$ cat src/rtl/dispatch_queue_if.sv
`default_nettype none
// ============================================================================
// Module  : dispatch_queue_if
// Brief   : Decode-side, issue-side and status bundle for dispatch_queue.
// Revision: 1.0 - initial release
// ============================================================================
interface dispatch_queue_if #(
  parameter int DEPTH  = 4,
  parameter int CTRL_W = 24,
  parameter int PC_W   = 64,
  parameter int SEQ_W  = 6,
  parameter int MAX_BR = 2
);
  localparam int OCC_W = $clog2(DEPTH) + 1;
  localparam int BRC_W = $clog2(MAX_BR) + 1;

  logic              flush_i;
  logic              dec_valid_i;
  logic              dec_ready_o;
  logic [CTRL_W-1:0] dec_ctrl_i;
  logic [3:0]        dec_cmd_type_i;
  logic [PC_W-1:0]   dec_pc_i;
  logic [CTRL_W-1:0] issue_ctrl_o;
  logic [3:0]        issue_cmd_type_o;
  logic [PC_W-1:0]   issue_pc_o;
  logic [SEQ_W-1:0]  issue_seq_o;
  logic              alu_valid_o;
  logic              alu_ready_i;
  logic              mem_valid_o;
  logic              mem_ready_i;
  logic              br_valid_o;
  logic              br_ready_i;
  logic              br_resolve_i;
  logic [OCC_W-1:0]  occupancy_o;
  logic [BRC_W-1:0]  br_count_o;

  // master is the queue itself; slave is the surrounding pipeline
  modport master (
    input  flush_i, dec_valid_i, dec_ctrl_i, dec_cmd_type_i, dec_pc_i,
           alu_ready_i, mem_ready_i, br_ready_i, br_resolve_i,
    output dec_ready_o, issue_ctrl_o, issue_cmd_type_o, issue_pc_o, issue_seq_o,
           alu_valid_o, mem_valid_o, br_valid_o, occupancy_o, br_count_o
  );

  modport slave (
    output flush_i, dec_valid_i, dec_ctrl_i, dec_cmd_type_i, dec_pc_i,
           alu_ready_i, mem_ready_i, br_ready_i, br_resolve_i,
    input  dec_ready_o, issue_ctrl_o, issue_cmd_type_o, issue_pc_o, issue_seq_o,
           alu_valid_o, mem_valid_o, br_valid_o, occupancy_o, br_count_o
  );
endinterface
`default_nettype wire

$ cat src/rtl/dispatch_queue.sv
`default_nettype none
// ============================================================================
// Module  : dispatch_queue
// Brief   : In-order FWFT op buffer steering the head op to ALU/MEM/BR units.
// Revision: 1.0 - initial release
// ============================================================================
module dispatch_queue #(
  parameter int DEPTH  = 4,
  parameter int CTRL_W = 24,
  parameter int PC_W   = 64,
  parameter int SEQ_W  = 6,
  parameter int MAX_BR = 2
) (
  input  logic               clk,
  input  logic               reset,
  dispatch_queue_if.master   bus
);
  localparam int AW    = $clog2(DEPTH);
  localparam int OCC_W = AW + 1;
  localparam int BRC_W = $clog2(MAX_BR) + 1;

  localparam logic [1:0] CLS_ALU = 2'd0;
  localparam logic [1:0] CLS_MEM = 2'd1;
  localparam logic [1:0] CLS_BR  = 2'd2;
  localparam logic [1:0] CLS_ILL = 2'd3;

  logic [CTRL_W-1:0] ctrl_q [DEPTH];
  logic [3:0]        type_q [DEPTH];
  logic [PC_W-1:0]   pc_q   [DEPTH];

  logic [AW-1:0]     head;
  logic [AW-1:0]     tail;
  logic [OCC_W-1:0]  occ;
  logic [BRC_W-1:0]  br_cnt;
  logic [SEQ_W-1:0]  seq;

  logic [3:0]        head_type;
  logic [1:0]        head_cls;
  logic              not_empty;
  logic              live;
  logic              push;
  logic              pop;
  logic              dispatch;
  logic              br_dispatch;
  logic              br_release;

  assign head_type = type_q[head];

  always_comb begin
    head_cls = CLS_ILL;
    case (head_type)
      4'd0:                         head_cls = CLS_ALU;
      4'd1, 4'd9:                   head_cls = CLS_MEM;
      4'd2, 4'd4, 4'd6, 4'd7, 4'd8: head_cls = CLS_BR;
      default:                      head_cls = CLS_ILL;
    endcase
  end

  // flush masks every handshake in its own cycle
  assign not_empty = (occ != '0);
  assign live      = not_empty & ~bus.flush_i;

  assign bus.alu_valid_o = live & (head_cls == CLS_ALU);
  assign bus.mem_valid_o = live & (head_cls == CLS_MEM);
  assign bus.br_valid_o  = live & (head_cls == CLS_BR) & (br_cnt < BRC_W'(MAX_BR));

  assign br_dispatch = bus.br_valid_o & bus.br_ready_i;
  assign dispatch    = (bus.alu_valid_o & bus.alu_ready_i) |
                       (bus.mem_valid_o & bus.mem_ready_i) |
                       br_dispatch;
  // illegal commandTypes drain in one cycle without consuming a tag
  assign pop         = dispatch | (live & (head_cls == CLS_ILL));

  assign bus.dec_ready_o = (occ < OCC_W'(DEPTH)) & ~bus.flush_i;
  assign push            = bus.dec_valid_i & bus.dec_ready_o;
  assign br_release      = bus.br_resolve_i & (br_cnt != '0);

  assign bus.issue_ctrl_o     = not_empty ? ctrl_q[head] : '0;
  assign bus.issue_cmd_type_o = not_empty ? head_type    : '0;
  assign bus.issue_pc_o       = not_empty ? pc_q[head]   : '0;
  assign bus.issue_seq_o      = seq;
  assign bus.occupancy_o      = occ;
  assign bus.br_count_o       = br_cnt;

  always_ff @(posedge clk or posedge reset) begin
    if (reset) begin
      head   <= '0;
      tail   <= '0;
      occ    <= '0;
      br_cnt <= '0;
      seq    <= '0;
    end else if (bus.flush_i) begin
      head   <= '0;
      tail   <= '0;
      occ    <= '0;
      br_cnt <= '0;
    end else begin
      if (push) tail <= tail + AW'(1);
      if (pop)  head <= head + AW'(1);
      occ <= occ + OCC_W'(push) - OCC_W'(pop);
      if (dispatch) seq <= seq + SEQ_W'(1);
      if (br_dispatch && !br_release)      br_cnt <= br_cnt + BRC_W'(1);
      else if (!br_dispatch && br_release) br_cnt <= br_cnt - BRC_W'(1);
    end
  end

  // payload storage needs no reset: outputs are gated by occupancy
  always_ff @(posedge clk) begin
    if (push) begin
      ctrl_q[tail] <= bus.dec_ctrl_i;
      type_q[tail] <= bus.dec_cmd_type_i;
      pc_q[tail]   <= bus.dec_pc_i;
    end
  end
endmodule
`default_nettype wire

$ cat src/flat_wrapper.sv
// flat-port wrapper written by rule: the top's interface ports become plain ports
module dispatch_queue_flat 
#(
  parameter int DEPTH  = 4,
  parameter int CTRL_W = 24,
  parameter int PC_W   = 64,
  parameter int SEQ_W  = 6,
  parameter int MAX_BR = 2
)
  (clk, reset, bus_flush_i, bus_dec_valid_i, bus_dec_ctrl_i, bus_dec_cmd_type_i, bus_dec_pc_i, bus_alu_ready_i, bus_mem_ready_i, bus_br_ready_i, bus_br_resolve_i, bus_dec_ready_o, bus_issue_ctrl_o, bus_issue_cmd_type_o, bus_issue_pc_o, bus_issue_seq_o, bus_alu_valid_o, bus_mem_valid_o, bus_br_valid_o, bus_occupancy_o, bus_br_count_o);
  dispatch_queue_if #(.DEPTH(DEPTH), .CTRL_W(CTRL_W), .PC_W(PC_W), .SEQ_W(SEQ_W), .MAX_BR(MAX_BR)) bus_i ();
  input  logic clk;
  input  logic reset;
  input wire logic [$bits(bus_i.flush_i)-1:0] bus_flush_i;
  input wire logic [$bits(bus_i.dec_valid_i)-1:0] bus_dec_valid_i;
  input wire logic [$bits(bus_i.dec_ctrl_i)-1:0] bus_dec_ctrl_i;
  input wire logic [$bits(bus_i.dec_cmd_type_i)-1:0] bus_dec_cmd_type_i;
  input wire logic [$bits(bus_i.dec_pc_i)-1:0] bus_dec_pc_i;
  input wire logic [$bits(bus_i.alu_ready_i)-1:0] bus_alu_ready_i;
  input wire logic [$bits(bus_i.mem_ready_i)-1:0] bus_mem_ready_i;
  input wire logic [$bits(bus_i.br_ready_i)-1:0] bus_br_ready_i;
  input wire logic [$bits(bus_i.br_resolve_i)-1:0] bus_br_resolve_i;
  output wire logic [$bits(bus_i.dec_ready_o)-1:0] bus_dec_ready_o;
  output wire logic [$bits(bus_i.issue_ctrl_o)-1:0] bus_issue_ctrl_o;
  output wire logic [$bits(bus_i.issue_cmd_type_o)-1:0] bus_issue_cmd_type_o;
  output wire logic [$bits(bus_i.issue_pc_o)-1:0] bus_issue_pc_o;
  output wire logic [$bits(bus_i.issue_seq_o)-1:0] bus_issue_seq_o;
  output wire logic [$bits(bus_i.alu_valid_o)-1:0] bus_alu_valid_o;
  output wire logic [$bits(bus_i.mem_valid_o)-1:0] bus_mem_valid_o;
  output wire logic [$bits(bus_i.br_valid_o)-1:0] bus_br_valid_o;
  output wire logic [$bits(bus_i.occupancy_o)-1:0] bus_occupancy_o;
  output wire logic [$bits(bus_i.br_count_o)-1:0] bus_br_count_o;
  assign bus_i.flush_i = bus_flush_i;
  assign bus_i.dec_valid_i = bus_dec_valid_i;
  assign bus_i.dec_ctrl_i = bus_dec_ctrl_i;
  assign bus_i.dec_cmd_type_i = bus_dec_cmd_type_i;
  assign bus_i.dec_pc_i = bus_dec_pc_i;
  assign bus_i.alu_ready_i = bus_alu_ready_i;
  assign bus_i.mem_ready_i = bus_mem_ready_i;
  assign bus_i.br_ready_i = bus_br_ready_i;
  assign bus_i.br_resolve_i = bus_br_resolve_i;
  assign bus_dec_ready_o = bus_i.dec_ready_o;
  assign bus_issue_ctrl_o = bus_i.issue_ctrl_o;
  assign bus_issue_cmd_type_o = bus_i.issue_cmd_type_o;
  assign bus_issue_pc_o = bus_i.issue_pc_o;
  assign bus_issue_seq_o = bus_i.issue_seq_o;
  assign bus_alu_valid_o = bus_i.alu_valid_o;
  assign bus_mem_valid_o = bus_i.mem_valid_o;
  assign bus_br_valid_o = bus_i.br_valid_o;
  assign bus_occupancy_o = bus_i.occupancy_o;
  assign bus_br_count_o = bus_i.br_count_o;
  dispatch_queue #(.DEPTH(DEPTH), .CTRL_W(CTRL_W), .PC_W(PC_W), .SEQ_W(SEQ_W), .MAX_BR(MAX_BR)) u_core (.clk(clk), .reset(reset), .bus(bus_i));
endmodule
$ cat config.mk
export PLATFORM = sky130hd
export DESIGN_NAME = dispatch_queue_flat
export DESIGN_NICKNAME = d
export VERILOG_FILES = /design/src/rtl/dispatch_queue_if.sv /design/src/rtl/dispatch_queue.sv /design/src/flat_wrapper.sv
export SDC_FILE = /design/constraint.sdc
export NUM_CORES = 1
export LEC_CHECK = 0
export ABC_AREA = 1
export ABC_CLOCK_PERIOD_IN_PS = 11000
export CAP_MARGIN = 20
export CORE_MARGIN = 3
export CORE_UTILIZATION = 30
export DETAILED_ROUTE_END_ITERATION = 8
export PLACE_DENSITY = 0.56
export SYNTH_ARGS = -nofsm -noshare
export SYNTH_HDL_FRONTEND = slang
export SYNTH_SLANG_ARGS = --single-unit
$ cat constraint.sdc
create_clock -name clk -period 11 [get_ports clk]
set_input_delay 1.1 -clock clk [delete_from_list [all_inputs] [get_ports clk]]
set_output_delay 1.1 -clock clk [all_outputs]
set_load 0.05 [all_outputs]
# --- Word level (Yosys, flattened, before mapping) ---
# Memory sizes are Yosys's and may differ from the RTL's.
# Cells that the tools add are included.
totals:
  mem_bits_rw: 368
  out_inout_bits: 107
  n_memories: 4
  ff_bits: 15
  rom_bits: 32
classes:
  bitwise: 16
  n_eq_ne: 3
  n_lt_le_gt_ge: 2
  n_reduce_logical: 11
  addsub: 7
  n_mux: 13
memory_table:
  columns: ["name", "words", "width", "rd", "rd_clocked_by_memory_dff", "wr", "line", "rtl"]
  rows:
  - ["u_core.pc_q", 4, 64, 1, 0, 1, "dispatch_queue.sv:29", "logic [PC_W-1:0] pc_q [DEPTH];"]
  - ["u_core.ctrl_q", 4, 24, 1, 0, 1, "dispatch_queue.sv:27", "logic [CTRL_W-1:0] ctrl_q [DEPTH];"]
  - ["(no name shown)", 16, 2, 1, 0, 0, "dispatch_queue.sv:51", "case (head_type)"]
  - ["u_core.type_q", 4, 4, 1, 0, 1, "dispatch_queue.sv:28", "logic [3:0] type_q [DEPTH];"]
op_table:
  columns: ["op", "n"]
  rows:
  - ["2-to-1 mux 64 bit", 1]
  - ["2-to-1 mux 24 bit", 1]
  - ["2-to-1 mux 2 bit", 7]
  - ["AND 1 bit", 12]
  - ["adder 2 x 1 -> 2 bit (second input constant)", 3]
  - ["adder 6 x 1 -> 6 bit (second input constant)", 1]
  - ["nonzero test 2 bit", 3]
  - ["nonzero test 3 bit", 2]
  - ["equality test 2 bit (second input constant)", 2]
  - ["2-to-1 mux 4 bit", 1]
  - ["adder 3 x 1 -> 3 bit", 1]
  - ["less-than comparator 3 bit (second input constant)", 1]
  - ["2-to-1 mux 3 bit", 1]
  - ["OR 1 bit", 3]
  - ["subtractor 3 x 1 -> 3 bit", 1]
  - ["equality test 2 x 1 -> 1 bit (second input constant)", 1]
  - ["logical AND 1 bit", 2]
  - ["zero test 1 bit", 2]
  - ["zero test 2 bit", 1]
  - ["less-than comparator 2 bit (second input constant)", 1]
  - ["2-to-1 mux 1 bit", 2]
  - ["AND reduction 2 bit", 1]
  - ["subtractor 2 x 1 -> 2 bit (second input constant)", 1]
  - ["inverter 1 bit", 1]

# --- Logic depth before layout (Yosys ltp) ---
# An unclocked memory read counts as a cell.
logic_depth:
  depth_word: 11
  ltp_mapped: 20
  mapped_depth_nobuf: 18

# --- Worst setup path before layout ---
# Ideal clock, no wire load.
synth_path:
  path_type: "input -> register"
  startpoint: "in bus_flush_i"
  endpoint: "mem u_core.ctrl_q[0][0], enable pin"
  cell_stages: 3
  n_path_buf: 0
  arrival_ps: 5960
  setup_ps: 544
  slack_ps: 4496
  t_required_ps: 10456
  cell_sequence: "nor2_1 -> nand2_1 -> nor2_1"
synth_via:
  elab_chain_cells: 5
synth_rtl:
  columns: ["item", "line", "rtl"]
  rows:
  - ["start: declaration", "flat_wrapper.sv:14", "input wire logic [$bits(bus_i.flush_i)-1:0] bus_flush_i;"]
  - ["inverter 1 bit (no line)", null, null]
  - ["AND 1 bit", "dispatch_queue.sv:74", "assign bus.dec_ready_o = (occ < OCC_W'(DEPTH)) & ~bus.flush_i;"]
  - ["AND 1 bit", "dispatch_queue.sv:75", "assign push = bus.dec_valid_i & bus.dec_ready_o;"]
  - ["2-to-1 mux 1 bit", "dispatch_queue.sv:109", "if (push) begin"]
  - ["2-to-1 mux 1 bit (implied by the code)", "dispatch_queue.sv:110", "ctrl_q[tail] <= bus.dec_ctrl_i;"]
  - ["end: declaration", "dispatch_queue.sv:27", null]
# Every way passes these cells.

# --- Final worst setup path ---
layout_path:
  startpoint: "reg u_core.head[0]"
  endpoint: "out bus_br_valid_o"
layout_via:
  elab_chain_cells: 5
layout_rtl:
  columns: ["item", "line", "rtl"]
  rows:
  - ["start: declaration", "dispatch_queue.sv:31", "logic [AW-1:0] head;"]
  - ["start signal: assignment", "dispatch_queue.sv:99", "if (pop) head <= head + AW'(1);"]
  - ["memory (4 x 4 bit)", null, null]
  - ["memory (16 x 2 bit)", null, null]
  - ["equality test 2 bit", "dispatch_queue.sv:65", "assign bus.br_valid_o = live & (head_cls == CLS_BR) & (br_cnt < BRC_W'(MAX_BR));"]
  - ["AND 1 bit (2 in series)", "dispatch_queue.sv:65", null]
  - ["end: declaration", "flat_wrapper.sv:30", "output wire logic [$bits(bus_i.br_valid_o)-1:0] bus_br_valid_o;"]
# Every way passes these cells.

==> metrics.sh <==
ASYNC_FLOP_SHARE_PCT=3.916
FIRST_PASS_ITERS=5
POST_SYNTH_MAIN_AREA_CONTRIBUTORS='sky130_fd_sc_hd__edfxtp_1, sky130_fd_sc_hd__nor2_1, sky130_fd_sc_hd__o21ai_0'
SYNTHMOSTINSTANTIATEDCELL='sky130_fd_sc_hd__nor2_1'
TRITONCTS_CLOCK_TREE='yes'
DOMINANTREGCELLSYNTH='sky130_fd_sc_hd__edfxtp_1'
FINAL-SEQ-AREA_UM2=11430
SETUP_TOTAL_NEGATIVE_SLACK_PS=0
POWER.NET_SWITCHING_W=0.002116
COUNT_OF_STATE_ELEMENTS_AFTER_SYNTHESIS=383
MIN-DELAY-START='u_core.bus.issue_seq_o[5]'
DR_TOTAL_VIAS=9750
ROUTABILITYCONGESTION=0.7522
FINAL_MIN_PERIOD_OVER_CLOCK_PERIOD_PCT=51.23
SYNTH_EDF_COUNT=368
STARTPOINT='u_core.head[0]'
FINAL_CELLS=2142
MAX_SLEW.WORST_PIN.SLEW_PS=1045
CRIT-REG2REG-LAUNCH='u_core.head[0]'
DPL.CELL_COUNT=2062
SEQ_POWER_SHARE_PCT=33.7
FIN_UTIL_PCT=38.67
IO_PINS=207
YOSYS.CELL_TYPES.COUNT=34
DETAILED_ROUTE_WIRE_LENGTH_UM=37130
START_UTIL_PCT=30.41
YOSYS-TOP-CELLS-COUNT='sky130_fd_sc_hd__nor2_1, sky130_fd_sc_hd__edfxtp_1, sky130_fd_sc_hd__o21ai_0'
PORT_BUFFERS=206
ANTENNA_VIOLATIONS_BEFORE_REPAIR=3
CORE-AREA_UM2=50170
P_LEAK_nW=6.607
WORST_SETUP_HOLD_PATH_CLK_SLEW_PS=60
LAYOUT_CELLS_SIZED_ABOVE_1_PCT=7.284
CLOCK_TREE.ROOT_CELL='sky130_fd_sc_hd__clkbuf_16'
MAX-CAP-VIOLATIONS=0
MAX_CLOCK_FREQ_MHz=177.5
COMBINATIONALPOWERSHARE_PCT=39.9
GLOBALROUTEOVERFLOWTOTAL=0
MULTIINPUTGATEAREA_UM2=3446
NUMCTSBUFFERS=43
HTREE_LEVELS=2
IR_WORST_VDD_mV=0.1401
ROUTE.MET3.WL_UM=2012
WORST_REL_SLEW_SLACK_PCT=30.31
ANT_NETS=0
WL_MET1_UM=16670
FINAL_MAX_SLEW_VIOL_COUNT=0
ROWS=82
CHIPWIDTH_UM=231.5
ARRIVAL_PS=4540
GRTUSAGETOTAL_PCT=13.74
WIRE_LENGTH_PER_CELL_AFTER_DETAILED_ROUTING_UM=17.33
SYN-NUM-NETS=1349
CTS_RESIZES=0
GRT_START_MAX_NET_PINS=110
PORTION_OF_SYNTHESIZED_CELL_AREA_OCCUPIED_BY_THE_LEADING_CELL_TYPE_PCT=72.44
PROPORTION_OF_SYNTHESIZED_CHIP_AREA_IN_SEQUENTIAL_CELLS_PCT=74.90
NUMBER_OF_REMAINING_DRC_ERRORS=0
HOLDBUFCOUNTCTS=0
CTS.REPAIR_TIMING.SETUP_BUFFER_COUNT=0
UNREPAIRED_SETUP_ENDPOINTS_AFTER_GLOBAL_ROUTING='no'
P_CLK_SHARE_PCT=26.4
GRT_FIRST_PASS_WIRELENGTH_UM=56780
FIN_SKEW_PS=13.48
DESIGN_POWER_TOTAL_W=0.005267
NUMCLOCKSINKS=383
CRIT_END_CATEGORY='output port'
POWERDENSITY_nW_PER_UM2=271.5
FINAL_NETS=1543
SHORTEST_CLOCK_PERIOD_THE_WORST_PATH_ALLOWS_AFTER_LAYOUT_PS=5635
MET2_WIRELENGTH_UM=17810
SYN-CELL-AREA_UM2=15250
DETAILEDPLACEMENTHPWL_UM=20650
CLOCK_LATENCY_PS=550
CRIT_PATH_REQUIRED_TIME_PS=9900
CTS_MAX_PATH_BUFFERS=3
SYNTHTOLAYOUTAREAGROWTH_PCT=27.17
TOTAL_DIE_AREA_UM2=53590
SETUP_VIOL=0
SYNTHESIS.AREA_PER_INSTANCE_UM2=12.29
VIA_COUNT_OF_THE_FIRST_GLOBAL_ROUTING_PASS=9767
YOSYSWARNINGCOUNT=0
WORST-SETUP-PATH-TYPE='reg -> out'
WORSTSETUPSTARTPOINTTYPE='flip-flop'
DIE_H_UM=231.5
FINAL_COUNT_OF_HOLD_TIMING_VIOLATIONS=0
STATUS='finished clean'
HP-CLASS='reg -> reg'
CELL_INTERNAL_POWER_W=0.003151
TIMING.CRITICAL_PATH.FANOUT_MAX=80
FINAL.FILL_COUNT=4698
UPPERMOST_METAL_LAYER_OCCUPIED_BY_SIGNAL_NETS='met5'
POSTSYNTHCELLCOUNT=1241
SW_FRAC_OF_TOTAL_PCT=40.17
INITIALDRTVIOLATIONCOUNT=552
VIA_PER_INST=4.552
POST-SYNTH-TOP-AREA-CELL='sky130_fd_sc_hd__edfxtp_1'
## through the flow
stage / cell area (um2) / setup WS, ps / hold WS (ps)
5_1_grt: 19400 / 5031 / 591.4
2_1_floorplan: 15250 / 4496 / 514.9
4_1_cts: 19400 / 5319 / 551.7
3_3_place_gp: 18020 / 5954 / 525.0
6_report: 19400 / 5365 / 547.6
3_5_place_dp: 18020 / 5926 / 538.2
## power groups by stage
stage	registers [W]	logic (W)	clock network (W)
after CTS	0.00177	0.00215	0.00143
after global placement	0.00180	0.00213	0
after global routing	0.00178	0.00227	0.00149
final	0.00177	0.00210	0.00139
after floorplan	0.00183	0.00139	0
after detailed placement	0.00180	0.00214	0
## sequential cells by signal, summed over array words and instances, names as in the netlist
| name | flops |
|---|---|
| u_core.bus.issue_seq_o | 6 |
| u_core.bus.occupancy_o | 3 |
| u_core.head | 2 |
| u_core.tail | 2 |
| u_core.type_q | 16 |
| u_core.bus.br_count_o | 2 |
| u_core.pc_q | 256 |
| u_core.ctrl_q | 96 |
## routing by layer
layer  track usage [%]  vias to the layer above
li1                  -                     4740
met1             18.10                     4739
met2             22.80                      223
met3             3.233                       46
met4             3.796                        2
met5                 0                        -
## layout by cell type, fill, tap and decap left out, drive strengths merged
cell,count
nor2,374
edfxtp,368
clkdlybuf4s50,206
o21ai,183
a21oi,91
nand2,65
clkbuf,54
inv,30
clkinv,20
nand3,18
buf,15
dfrtp,15
ha,7
nand4,5
xor2,4
bufinv,4
nor3,2
or2,2
diode,1
and3,1
a22o,1
nor4,1
xnor2,1
fa,1
clkinvlp,1
## worst paths after layout
check / endpoint / slack [ps] / depth (start not counted)
worst min-delay path: u_core.bus.issue_seq_o[5] / 550 / 2
max in group asynchronous: u_core.head[0] / 9640 / 2
worst min register to register: u_core.bus.issue_seq_o[5] / 550 / 2
min in group asynchronous: u_core.bus.br_count_o[0] / 920 / 2
worst max register to register: u_core.bus.occupancy_o[2] / 6290 / 19
worst max-delay path: bus_br_valid_o / 5370 / 11
## cells by family after synthesis
family          after synthesis  share of synthesized area [%]
simple gates                468                          12.28
flops                       383                          74.90
compound gates              275                          9.072
buf+inv                     102                          2.756
fa+ha+maj                     8                         0.7054
xor+xnor                      5                         0.2871
## worst max-delay path: stages (launching register included)
cell,delay (ps)
sky130_fd_sc_hd__dfrtp_4,690
sky130_fd_sc_hd__buf_4,690
sky130_fd_sc_hd__buf_4,790
sky130_fd_sc_hd__nor2_1,110
sky130_fd_sc_hd__nor2_1,110
sky130_fd_sc_hd__nand2_1,80
sky130_fd_sc_hd__nand2_1,130
sky130_fd_sc_hd__nand2_1,100
sky130_fd_sc_hd__nand2_2,90
sky130_fd_sc_hd__nand2_2,60
sky130_fd_sc_hd__nor2_4,150
sky130_fd_sc_hd__clkdlybuf4s50_1,820
## final cells by class
class / count / share of cell area, %
diodes: 1 / 0.01290
clock buffers: 54 / 5.979
clock inverters: 25 / 1.135
inverters: 30 / 0.6321
multi-input cells: 756 / 17.76
flip-flops and latches: 383 / 58.94
well taps: 672 / 4.334
repair buffers: 221 / 11.21
No activity file was read; power rests on OpenSTA's default activity.
